### src/rtl/score_display_sequencer_pkg.sv
// Shared types, constants and parameter-legality helpers for the score display sequencer.
package score_display_pkg;

    typedef enum logic [1:0] {
        ST_IDLE     = 2'd0,
        ST_ANNOUNCE = 2'd1,
        ST_DIGIT    = 2'd2,
        ST_GAP      = 2'd3
    } state_t;

    localparam logic [3:0] BLANK_CODE = 4'hF;

    function automatic int pow10(input int n);
        int r;
        r = 1;
        for (int i = 0; i < n; i++) r = r * 10;
        return r;
    endfunction

    // The BCD converter must finish well inside the announce window.
    function automatic bit params_legal(input int np, input int sw, input int nd,
                                        input int tc, input int bc, input int dt);
        return (np >= 1) && (np <= 9) && (nd >= 1) && (nd <= 4) && (sw >= 1) &&
               (tc >= 2) && (bc >= 1) && (dt >= 1) && (tc * 2 * bc > sw + 2);
    endfunction

endpackage

### src/rtl/score_display_sequencer_bin2bcd.sv
// Sequential double-dabble binary to BCD converter, one bit per cycle,
// saturating to all nines when the value does not fit in NUM_DIGITS digits.
module bin2bcd_seq
    import score_display_pkg::*;
#(
    parameter int SCORE_W    = 8,
    parameter int NUM_DIGITS = 2
) (
    input  logic                    clk_i,
    input  logic                    rst_ni,
    input  logic                    clear_i,
    input  logic                    start_i,
    input  logic [SCORE_W-1:0]      bin_i,
    output logic [4*NUM_DIGITS-1:0] bcd_o,
    output logic                    valid_o
);

    localparam int CNT_W = $clog2(SCORE_W + 1);
    localparam int BCD_W = 4 * NUM_DIGITS;

    logic [SCORE_W-1:0] r_shift;
    logic [BCD_W-1:0]   r_bcd;
    logic [CNT_W-1:0]   r_count;
    logic               r_busy;
    logic               r_valid;
    logic               r_sat;
    logic [BCD_W-1:0]   w_adjusted;
    logic               w_limitHit;

    assign w_limitHit = {{(64-SCORE_W){1'b0}}, bin_i} >= 64'(pow10(NUM_DIGITS));

    always_comb begin
        w_adjusted = r_bcd;
        for (int i = 0; i < NUM_DIGITS; i++) begin
            if (r_bcd[4*i +: 4] >= 4'd5) w_adjusted[4*i +: 4] = r_bcd[4*i +: 4] + 4'd3;
        end
    end

    always_ff @(posedge clk_i or negedge rst_ni) begin
        if (!rst_ni) begin
            r_shift <= '0;
            r_bcd   <= '0;
            r_count <= '0;
            r_busy  <= 1'b0;
            r_valid <= 1'b0;
            r_sat   <= 1'b0;
        end else if (clear_i) begin
            r_shift <= '0;
            r_bcd   <= '0;
            r_count <= '0;
            r_busy  <= 1'b0;
            r_valid <= 1'b0;
            r_sat   <= 1'b0;
        end else if (start_i) begin
            r_shift <= bin_i;
            r_bcd   <= '0;
            r_count <= CNT_W'(SCORE_W);
            r_busy  <= 1'b1;
            r_valid <= 1'b0;
            r_sat   <= w_limitHit;
        end else if (r_busy) begin
            r_bcd   <= BCD_W'({w_adjusted, r_shift[SCORE_W-1]});
            r_shift <= r_shift << 1;
            r_count <= r_count - CNT_W'(1);
            if (r_count == CNT_W'(1)) begin
                r_busy  <= 1'b0;
                r_valid <= 1'b1;
            end
        end
    end

    assign bcd_o   = r_sat ? {NUM_DIGITS{4'd9}} : r_bcd;
    assign valid_o = r_valid;

endmodule

### src/rtl/score_display_sequencer.sv
// Sequences N players' scores onto a multiplexed BCD digit bus: blinking player
// announce, score digits MSD to LSD with leading-zero blanking, then a blank gap.
module score_display_sequencer
    import score_display_pkg::*;
#(
    parameter int NUM_PLAYERS = 2,
    parameter int SCORE_W     = 8,
    parameter int NUM_DIGITS  = 2,
    parameter int TICK_CYCLES = 1048576,
    parameter int BLINK_COUNT = 5,
    parameter int DIGIT_TICKS = 2,
    parameter int LZ_BLANK    = 1
) (
    input  logic                           clk_i,
    input  logic                           rst_ni,
    input  logic                           enable_i,
    input  logic                           hold_i,
    input  logic [NUM_PLAYERS*SCORE_W-1:0] scores_i,
    output logic [3:0]                     digit_o,
    output logic [NUM_DIGITS-1:0]          segment_select_o,
    output logic [3:0]                     player_o,
    output logic [1:0]                     state_o,
    output logic                           frame_done_o
);

    localparam int TICK_W  = $clog2(TICK_CYCLES);
    localparam int PHASE_W = $clog2(2 * BLINK_COUNT);
    localparam int DTICK_W = $clog2(DIGIT_TICKS + 1);
    localparam int IDX_W   = $clog2(NUM_DIGITS + 1);

    if (!params_legal(NUM_PLAYERS, SCORE_W, NUM_DIGITS, TICK_CYCLES, BLINK_COUNT, DIGIT_TICKS)) begin : g_param_check
        $error("score_display_sequencer: illegal parameter combination");
    end

    state_t                  r_state, w_stateNext;
    logic [TICK_W-1:0]       r_tickCnt, w_tickNext;
    logic [PHASE_W-1:0]      r_phase, w_phaseNext;
    logic [IDX_W-1:0]        r_idx, w_idxNext;
    logic [DTICK_W-1:0]      r_dticks, w_dticksNext;
    logic [3:0]              r_player, w_playerNext;
    logic [SCORE_W-1:0]      r_snapshot;
    logic                    r_bcdStart;
    logic [3:0]              r_digit, w_digitNext;
    logic [NUM_DIGITS-1:0]   r_segSel, w_selNext;
    logic                    r_frameDone, w_frameDoneNext;
    logic                    w_tick, w_enterAnnounce, w_clear;
    logic [4*NUM_DIGITS-1:0] w_bcd;
    logic                    w_bcdValid, w_nonZero, w_leadingZero;
    logic [3:0]              w_bcdDigit;

    bin2bcd_seq #(.SCORE_W(SCORE_W), .NUM_DIGITS(NUM_DIGITS)) u_bin2bcd (
        .clk_i   (clk_i),
        .rst_ni  (rst_ni),
        .clear_i (w_clear),
        .start_i (r_bcdStart),
        .bin_i   (r_snapshot),
        .bcd_o   (w_bcd),
        .valid_o (w_bcdValid)
    );

    assign w_tick = (r_tickCnt == TICK_W'(TICK_CYCLES - 1));

    always_comb begin
        w_stateNext     = r_state;
        w_tickNext      = hold_i ? r_tickCnt : (w_tick ? '0 : r_tickCnt + TICK_W'(1));
        w_phaseNext     = r_phase;
        w_idxNext       = r_idx;
        w_dticksNext    = r_dticks;
        w_playerNext    = r_player;
        w_enterAnnounce = 1'b0;
        w_frameDoneNext = 1'b0;
        w_clear         = 1'b0;
        if (!enable_i) begin
            w_stateNext  = ST_IDLE;
            w_tickNext   = '0;
            w_phaseNext  = '0;
            w_idxNext    = '0;
            w_dticksNext = '0;
            w_playerNext = '0;
            w_clear      = 1'b1;
        end else if (!hold_i) begin
            case (r_state)
                ST_IDLE: begin
                    w_stateNext     = ST_ANNOUNCE;
                    w_tickNext      = '0;
                    w_phaseNext     = '0;
                    w_playerNext    = '0;
                    w_enterAnnounce = 1'b1;
                end
                ST_ANNOUNCE: if (w_tick) begin
                    if (r_phase == PHASE_W'(2 * BLINK_COUNT - 1)) begin
                        w_stateNext  = ST_DIGIT;
                        w_idxNext    = IDX_W'(NUM_DIGITS - 1);
                        w_dticksNext = '0;
                    end else begin
                        w_phaseNext = r_phase + PHASE_W'(1);
                    end
                end
                ST_DIGIT: if (w_tick) begin
                    if (r_dticks == DTICK_W'(DIGIT_TICKS - 1)) begin
                        w_dticksNext = '0;
                        if (r_idx == '0) w_stateNext = ST_GAP;
                        else             w_idxNext   = r_idx - IDX_W'(1);
                    end else begin
                        w_dticksNext = r_dticks + DTICK_W'(1);
                    end
                end
                ST_GAP: if (w_tick) begin
                    w_stateNext     = ST_ANNOUNCE;
                    w_phaseNext     = '0;
                    w_enterAnnounce = 1'b1;
                    if (r_player == 4'(NUM_PLAYERS - 1)) begin
                        w_playerNext    = '0;
                        w_frameDoneNext = 1'b1;
                    end else begin
                        w_playerNext = r_player + 4'd1;
                    end
                end
                default: w_stateNext = ST_IDLE;
            endcase
        end
    end

    // Outputs are decoded from the next-state values so they register alongside the state.
    always_comb begin
        w_digitNext = BLANK_CODE;
        w_selNext   = '0;
        w_nonZero   = 1'b0;
        w_bcdDigit  = w_bcd[int'(w_idxNext)*4 +: 4];
        for (int i = 0; i < NUM_DIGITS; i++) begin
            if (i >= int'(w_idxNext) && w_bcd[4*i +: 4] != 4'd0) w_nonZero = 1'b1;
        end
        w_leadingZero = (LZ_BLANK != 0) && (w_idxNext != '0) && !w_nonZero;
        case (w_stateNext)
            ST_ANNOUNCE: begin
                w_selNext   = NUM_DIGITS'(1);
                w_digitNext = w_phaseNext[0] ? BLANK_CODE : w_playerNext + 4'd1;
            end
            ST_DIGIT: begin
                w_selNext   = NUM_DIGITS'(1) << w_idxNext;
                w_digitNext = (w_leadingZero || !w_bcdValid) ? BLANK_CODE : w_bcdDigit;
            end
            default: ;
        endcase
    end

    always_ff @(posedge clk_i or negedge rst_ni) begin
        if (!rst_ni) begin
            r_state     <= ST_IDLE;
            r_tickCnt   <= '0;
            r_phase     <= '0;
            r_idx       <= '0;
            r_dticks    <= '0;
            r_player    <= '0;
            r_snapshot  <= '0;
            r_bcdStart  <= 1'b0;
            r_digit     <= BLANK_CODE;
            r_segSel    <= '0;
            r_frameDone <= 1'b0;
        end else begin
            r_state     <= w_stateNext;
            r_tickCnt   <= w_tickNext;
            r_phase     <= w_phaseNext;
            r_idx       <= w_idxNext;
            r_dticks    <= w_dticksNext;
            r_player    <= w_playerNext;
            r_bcdStart  <= w_enterAnnounce;
            r_digit     <= w_digitNext;
            r_segSel    <= w_selNext;
            r_frameDone <= w_frameDoneNext;
            if (w_enterAnnounce) r_snapshot <= scores_i[int'(w_playerNext)*SCORE_W +: SCORE_W];
        end
    end

    assign digit_o          = r_digit;
    assign segment_select_o = r_segSel;
    assign player_o         = r_player;
    assign state_o          = r_state;
    assign frame_done_o     = r_frameDone;

endmodule

### config.mk
export PLATFORM = sky130hd
export DESIGN_NAME = score_display_sequencer
export DESIGN_NICKNAME = d
export VERILOG_FILES = /design/src/rtl/score_display_sequencer_pkg.sv /design/src/rtl/score_display_sequencer_bin2bcd.sv /design/src/rtl/score_display_sequencer.sv
export SDC_FILE = /design/constraint.sdc
export NUM_CORES = 1
export LEC_CHECK = 0
export ABC_AREA = 1
export BUFFER_PORTS_ARGS = -buffer_cell sky130_fd_sc_hd__buf_2
export CELL_PAD_IN_SITES_DETAIL_PLACEMENT = 1
export CELL_PAD_IN_SITES_GLOBAL_PLACEMENT = 1
export CORE_UTILIZATION = 45
export CTS_CLUSTER_SIZE = 20
export DETAILED_ROUTE_END_ITERATION = 6
export MAX_ROUTING_LAYER = met4
export PLACE_DENSITY = 0.78
export RECOVER_POWER = 100
export SYNTH_ARGS = -nofsm -noshare
export SYNTH_HDL_FRONTEND = slang
export SYNTH_SLANG_ARGS = --single-unit
### constraint.sdc
create_clock -name clk_i -period 2.9 [get_ports clk_i]
set_input_delay 0.58 -clock clk_i [delete_from_list [all_inputs] [get_ports clk_i]]
set_output_delay 0.58 -clock clk_i [all_outputs]
set_load 0.03 [all_outputs]
## Word level (Yosys, flattened, before mapping)

Cells that the tools add are included.

- Flip-flop bits (word level): 73
- Bits in latches: 0
- Memory bits (writable): 0
- Memory bits (read-only): 0
- Input port bits: 20
- Output and inout port bits: 13
- Logic and storage cells: 147
- Memories: 0

- Add/sub/neg operators: 9
- Multipliers: 0
- Div/mod/pow operators: 0
- Order comparisons: 5
- Eq/ne operators: 21
- Shifts and indexed selects: 3
- Muxes and demuxes: 77
- Bitwise operators: 0
- Reduce and logical (&&, ||, !) cells: 14

Operator list:

| cell | count |
|---|---|
| $mux W20 | 5 |
| $mux W4 | 15 |
| $mux W8 | 7 |
| $mux W2 | 21 |
| $add A20 B1 Y20 const B | 1 |
| $eq A20 B20 Y1 const B | 1 |
| $mux W1 | 20 |
| $pmux W4 S2 | 2 |
| $shiftx A16 B8 Y8 | 1 |
| $ne A3 B3 Y1 const B | 5 |
| $add A4 B1 Y4 const B | 3 |
| $pmux W2 S2 | 3 |
| $pmux W4 S3 | 1 |
| $reduce_and A5 Y1 | 2 |
| $ne A3 B1 Y1 const B | 3 |
| $eq A4 B1 Y1 const B | 2 |
| $ge A4 B3 Y1 const B | 2 |
| $ge A8 B7 Y1 const B | 1 |
| $pmux W2 S4 | 1 |
| $reduce_bool A4 Y1 | 2 |
| $shiftx A8 B5 Y4 | 1 |
| $eq A2 B1 Y1 const B | 3 |
| $eq A2 B2 Y1 const B | 3 |
| $add A4 B2 Y4 const B | 1 |
| other kinds (18) | 23 |

## Depth between registers and ports, before layout

- Word-level depth: 16
- Depth in mapped cells: 16
- Mapped depth without buffers: 15

## By module

Synthesis repeated with hierarchy kept, for this count alone.

- Cell total of the unflattened synthesis: 556
- Area, all modules: 4,372.9 um^2

Modules (own cells, without submodules):

| module | instances | cells an instance | area an instance (um^2) | sequential area each (um^2) |
|---|---|---|---|---|
| score_display_sequencer | 1 | 389 | 3,104.2 | 1,256.2 |
| bin2bcd_seq | 1 | 167 | 1,268.7 | 575.6 |

## Least setup slack after synthesis

OpenSTA, ideal clock, no wires.

- Path kind: reg2reg
- Start point: reg r_state[0] (netlist: state_o[0])
- End point: reg r_digit[2] (netlist: digit_o[2])
- Setup time: 0.078 ns
- Arrival time: 2.298 ns
- Data required time: 2.822 ns
- Slack: 0.524 ns
- Stages on the path, launching flop included: 14
- Path buffers: 1
- Clock period less this slack: 2.376 ns
- Cell sequence: dfrtp_1 > inv_1 > ha_1 > nor2_2 > nand3_2 > nand2_1 > nand2_2 > nor2_2 > buf_6 > ha_1 > nand3b_1 > nand3_1 > a21oi_1 > nand2_1

- Elaborated cells between the ends (all ways): 39
- Those cells by class: add/sub (1); order compare (2); eq/ne (5); shift (1); mux (23); reduce/logical (7)

RTL lines:

| element | RTL line | source |
|---|---|---|
| from (decl) | score_display_sequencer.sv:35 | `state_t r_state, w_stateNext;` |
| from (signal assigned) | score_display_sequencer.sv:161 | `r_state <= w_stateNext;` |
| $eq A2 B2 Y1 / $logic_not A2 Y1 (equally long branches) | score_display_sequencer.sv:82 | `case (r_state)` |
| $pmux W4 S2 (*) | score_display_sequencer.sv:82 |  |
| $mux W4 (*) | score_display_sequencer.sv:81 | `end else if (!hold_i) begin` |
| $mux W4 (*) | score_display_sequencer.sv:73 | `if (!enable_i) begin` |
| named net w_playerNext[0] | score_display_sequencer.sv:40 | `logic [3:0] r_player, w_playerNext;` |
| $add A4 B1 Y4 (*) | score_display_sequencer.sv:137 | `w_digitNext = w_phaseNext[0] ? BLANK_CODE : w_playerNext + 4'd1;` |
| $mux W4 (*) | score_display_sequencer.sv:137 |  |
| $pmux W4 S2 (*) | score_display_sequencer.sv:134 | `case (w_stateNext)` |
| named net w_digitNext[2] | score_display_sequencer.sv:43 | `logic [3:0] r_digit, w_digitNext;` |
| to (signal assigned) | score_display_sequencer.sv:168 | `r_digit <= w_digitNext;` |
| to (decl) | score_display_sequencer.sv:43 |  |

Mark *: on every way through the listed nets, which the timed path passes. The rest lies on a longest branch. The select of a mux whose other input is x is not followed.
A chain may end at the register's enable or synchronous reset.

## Final worst setup path

- Start point: reg r_state[1] (netlist: state_o[1])
- End point: reg r_digit[1] (netlist: digit_o[1])

The elaborated chain is that of the path after synthesis.

==> results.md <==
* Status: finished, violations left
* Failing checks: max-capacitance violations, max-slew violations
* Cell Area, Placed at 4588 µm²
* Final instance area at 4746 µm²
* DRC at 0
* Finished Core Util at 0.5136
* Simple logic cell fraction of the synthesized area at 0.2763
* Switching Fraction at 0.2794
* Die area at 9891 µm²
* Wire length per cell at 14.87 µm
* Combinational Power Share at 0.136
* Post-Syn Nets at between 500 and 600
* Fin crit share at 0.8885
* Number of enable flip-flop cells after synthesis at 0
* Final wirelength at 10.69 mm
* Antenna Cells at 0
* Yosys cell types at 43
* Layout fillers at 1181
* IO Pins at 33
* Vias per cell at 5.168
* Relative slew margins at -0.1693
* Mapped Area at about 4300 µm²
* Synth area leaders: dfrtp_1 40%, nand2_1 10%, inv_1 6.6%
* Power density cells at 487.3 nW/µm²
* Final Skew at roughly 0.013 ns
* Total track usage at 0.2494
* Worst r2r src: state_o[1]
* Synth warn at 0
* Area share of fa/ha/maj cells after synthesis at 0.05269
* P_int at 1.666 mW
* Crit path max fanout at 6
* CTS resizes at 0
* Crit path kind: reg -> reg
* Sum Neg Setup Slack at 0 ns
* WHS at roughly 0.51 ns
* Setup ws final at approximately 0.32 ns
* Footprint of the multi-input gates at just over 2000 µm²
* CTS root buf: clkbuf_8
* Pleak at 2.190 nW
* TritonCTS clock tree: built
* Top-area cell type share of the netlist area at 0.4040
* Final Hold Vio Count at 0
* Final setup violation count at 0
* First-pass GRT wire length at 18.77 mm
* Cell with the most instances after synthesis: nand2_1
* Hold_buf cts at 0
* CP Capture Point: digit_o[1]
* Register share of total power at 0.491
* Standard-cell row count at 35
* Number of post-CTS setup repair buffers at 0
* First-pass DRT Iterations at 4
* Worst path top cell family by delay: simple AND/OR/NAND/NOR gates
* Clock-pin slew on the worst setup and hold paths at approximately 0.08 ns
* Number of global-route vias before repair at 3981
* RSZ-0062 raised after global routing: false
* Crit path required time at between 3 and 4 ns
* Commonest cells post-synth: 119 x nand2_1, 75 x inv_1, 69 x dfrtp_1
* Synth area leader: dfrtp_1
* Max VDD drop at roughly 0.35 mV
* Worst path cell trace: inv_1, ha_1, nor2_1, nand3_2, o21ai_0, nand2_2, inv_2, ha_1, nor2_1, o21a_1, nand2_1
* Share of layout cells above drive strength 1 at 0.1085
* Setup crit end kind: flop
* GRT overflow at 0
* Hold Path Class: reg -> reg
* Nets at approximately 620
* Clk sink count at 73
* CP bufs+invs at 2
* Fin cells at a little over 700
* Top_reg_cell synth: dfrtp_1
* Area growth syn-to-layout at 11.04%
* Detail Route Antenna Nets at 0
* Initial DRC Count at 90
* CP Launch Type: flop
* TritonCTS Buffers at 9
* Max-cap viol count at 1
* Register area at 1832 µm²
* Via count at 3716
* CP max stage delay at 0.41 ns
* Hpwl dp at between 8 and 9 mm
* Ys async rst share at 1.000
* Worst slew pin tran at 1.754 ns
* Syn Area/Cell at 7.814 µm²
* Worst R2R End: digit_o[1]
* CTS H-Tree Depth at 3
* Overall power at 2.312 mW
* PortBufs at 32
* Mux cell area share after synthesis at 0.004977
* Max Slew Vio Count at 30
* Sequential share of the synthesized area at 0.4286
* Worst reg-to-reg path cell count at 11
* Largest family of logic cells by synthesized area: simple AND/OR/NAND/NOR gates
* Crit path DAT at 2.88 ns
* Clock tree buffer depth at 2
* Compound-cell area share of the yosys netlist at 0.1309
* Gate Count Post-Synth at 547
* DIE WIDTH at 99.46 µm
* Core area at between 9000 and 10000 µm²
* Switch Pwr at 0.6462 mW
* Flops & latches, synth at 73
* Worst skew pair latency at 0.37 ns
* Initial antenna violation count at 0
* Clock group share of total power at 0.373
* Levels on crit path at 11
* Die Span Y at roughly 99 µm
* Pre-CTS setup slack at 0.4287 ns
* Worst setup startpoint: state_o[1]
* Fmax at about 390 MHz
* Routability cong. at 0.8689
* Pin count of the biggest net entering global routing at 45
* Initial Utilization at 0.4626
* Synth Area in XOR/XNOR at 0.02459
* Slowest cell on the critical path: dfrtp_1
* Minimum clock period at ~2.6 ns
* DP Cell Count at 703
* R2R setup slack at around 0.32 ns
[worst min-delay path by stage]
stage          slack [ns]  depth (start not counted)          start                   to
6_report             0.51                          2    r_dticks[1]          r_dticks[1]
5_1_grt              0.55                          5    scores_i[9]        r_snapshot[1]
4_1_cts              0.29                          1         rst_ni  segment_select_o[1]
3_5_place_dp         0.49                          2  r_snapshot[1]        r_snapshot[1]
3_3_place_gp         0.49                          2    r_dticks[1]          r_dticks[1]
2_1_floorplan        0.28                          0         rst_ni         frame_done_o
[tightest hold or removal path, delay by kind of cell, from the launching register on]
family | cells | cell delay, ns
buffers and inverters | 1 | 0.06
and+or+nand+nor | 1 | 0.04
DFF | 1 | 0.38
[cell families after synthesis]
group           count (synthesis)
mux                             2
buf+inv                        89
simple gates                  256
compound gates                 97
flops                          73
xor+xnor                       12
fa+ha+maj                      18
[power groups by stage]
stage / registers (mW) / clock network [mW] / logic, mW
after CTS: 1.14 / 0.891 / 0.331
after global routing: 1.14 / 0.922 / 0.362
final: 1.14 / 0.862 / 0.315
after detailed placement: 1.15 / 0 / 0.330
after floorplan: 1.16 / 0 / 0.199
after global placement: 1.15 / 0 / 0.319
[per-layer routing]
layer  GRT usage  vias up  routed length [µm]
li1            -     1848                   -
met1      0.2995     1830                4853
met2      0.4252       26                5502
met3     0.04708       12                 194
met4     0.07692        0                 142
met5           -        -                   0
[flip-flops by register name (all words and copies together), names as in the netlist, 2 cells and up]
register / count
r_snapshot: 8
r_tickCnt: 20
digit_o: 4
state_o: 2
u_bin2bcd.r_shift: 8
u_bin2bcd.r_bcd: 8
segment_select_o: 2
player_o: 4
r_dticks: 2
u_bin2bcd.r_count: 4
r_idx: 2
r_phase: 4
[cell type report]
| type | instances | area share |
|---|---|---|
| clock buffer | 12 | 0.02847 |
| clock inverter | 4 | 0.01476 |
| inverter | 80 | 0.06327 |
| multi-input combinational | 385 | 0.4366 |
| sequential | 73 | 0.3860 |
| tap | 129 | 0.03401 |
| timing repair buffer | 36 | 0.03691 |
[placed cells by master, fill, tap and decap left out, types with 3 or more instances in the layout]
cell type,n
nor2_2,3
inv_1,76
clkbuf_8,9
xor2_1,8
xnor2_1,4
nand2_1,119
nand4_1,11
nand3_1,28
a21oi_1,27
a31oi_1,4
clkbuf_1,21
inv_2,4
dfstp_2,4
nand2_2,8
ha_1,18
dfrtp_1,69
nor3_1,13
nand3_2,3
o22ai_1,16
nor2_1,60
o21ai_0,36
buf_2,16
No activity file was read; power rests on OpenSTA's default activity.
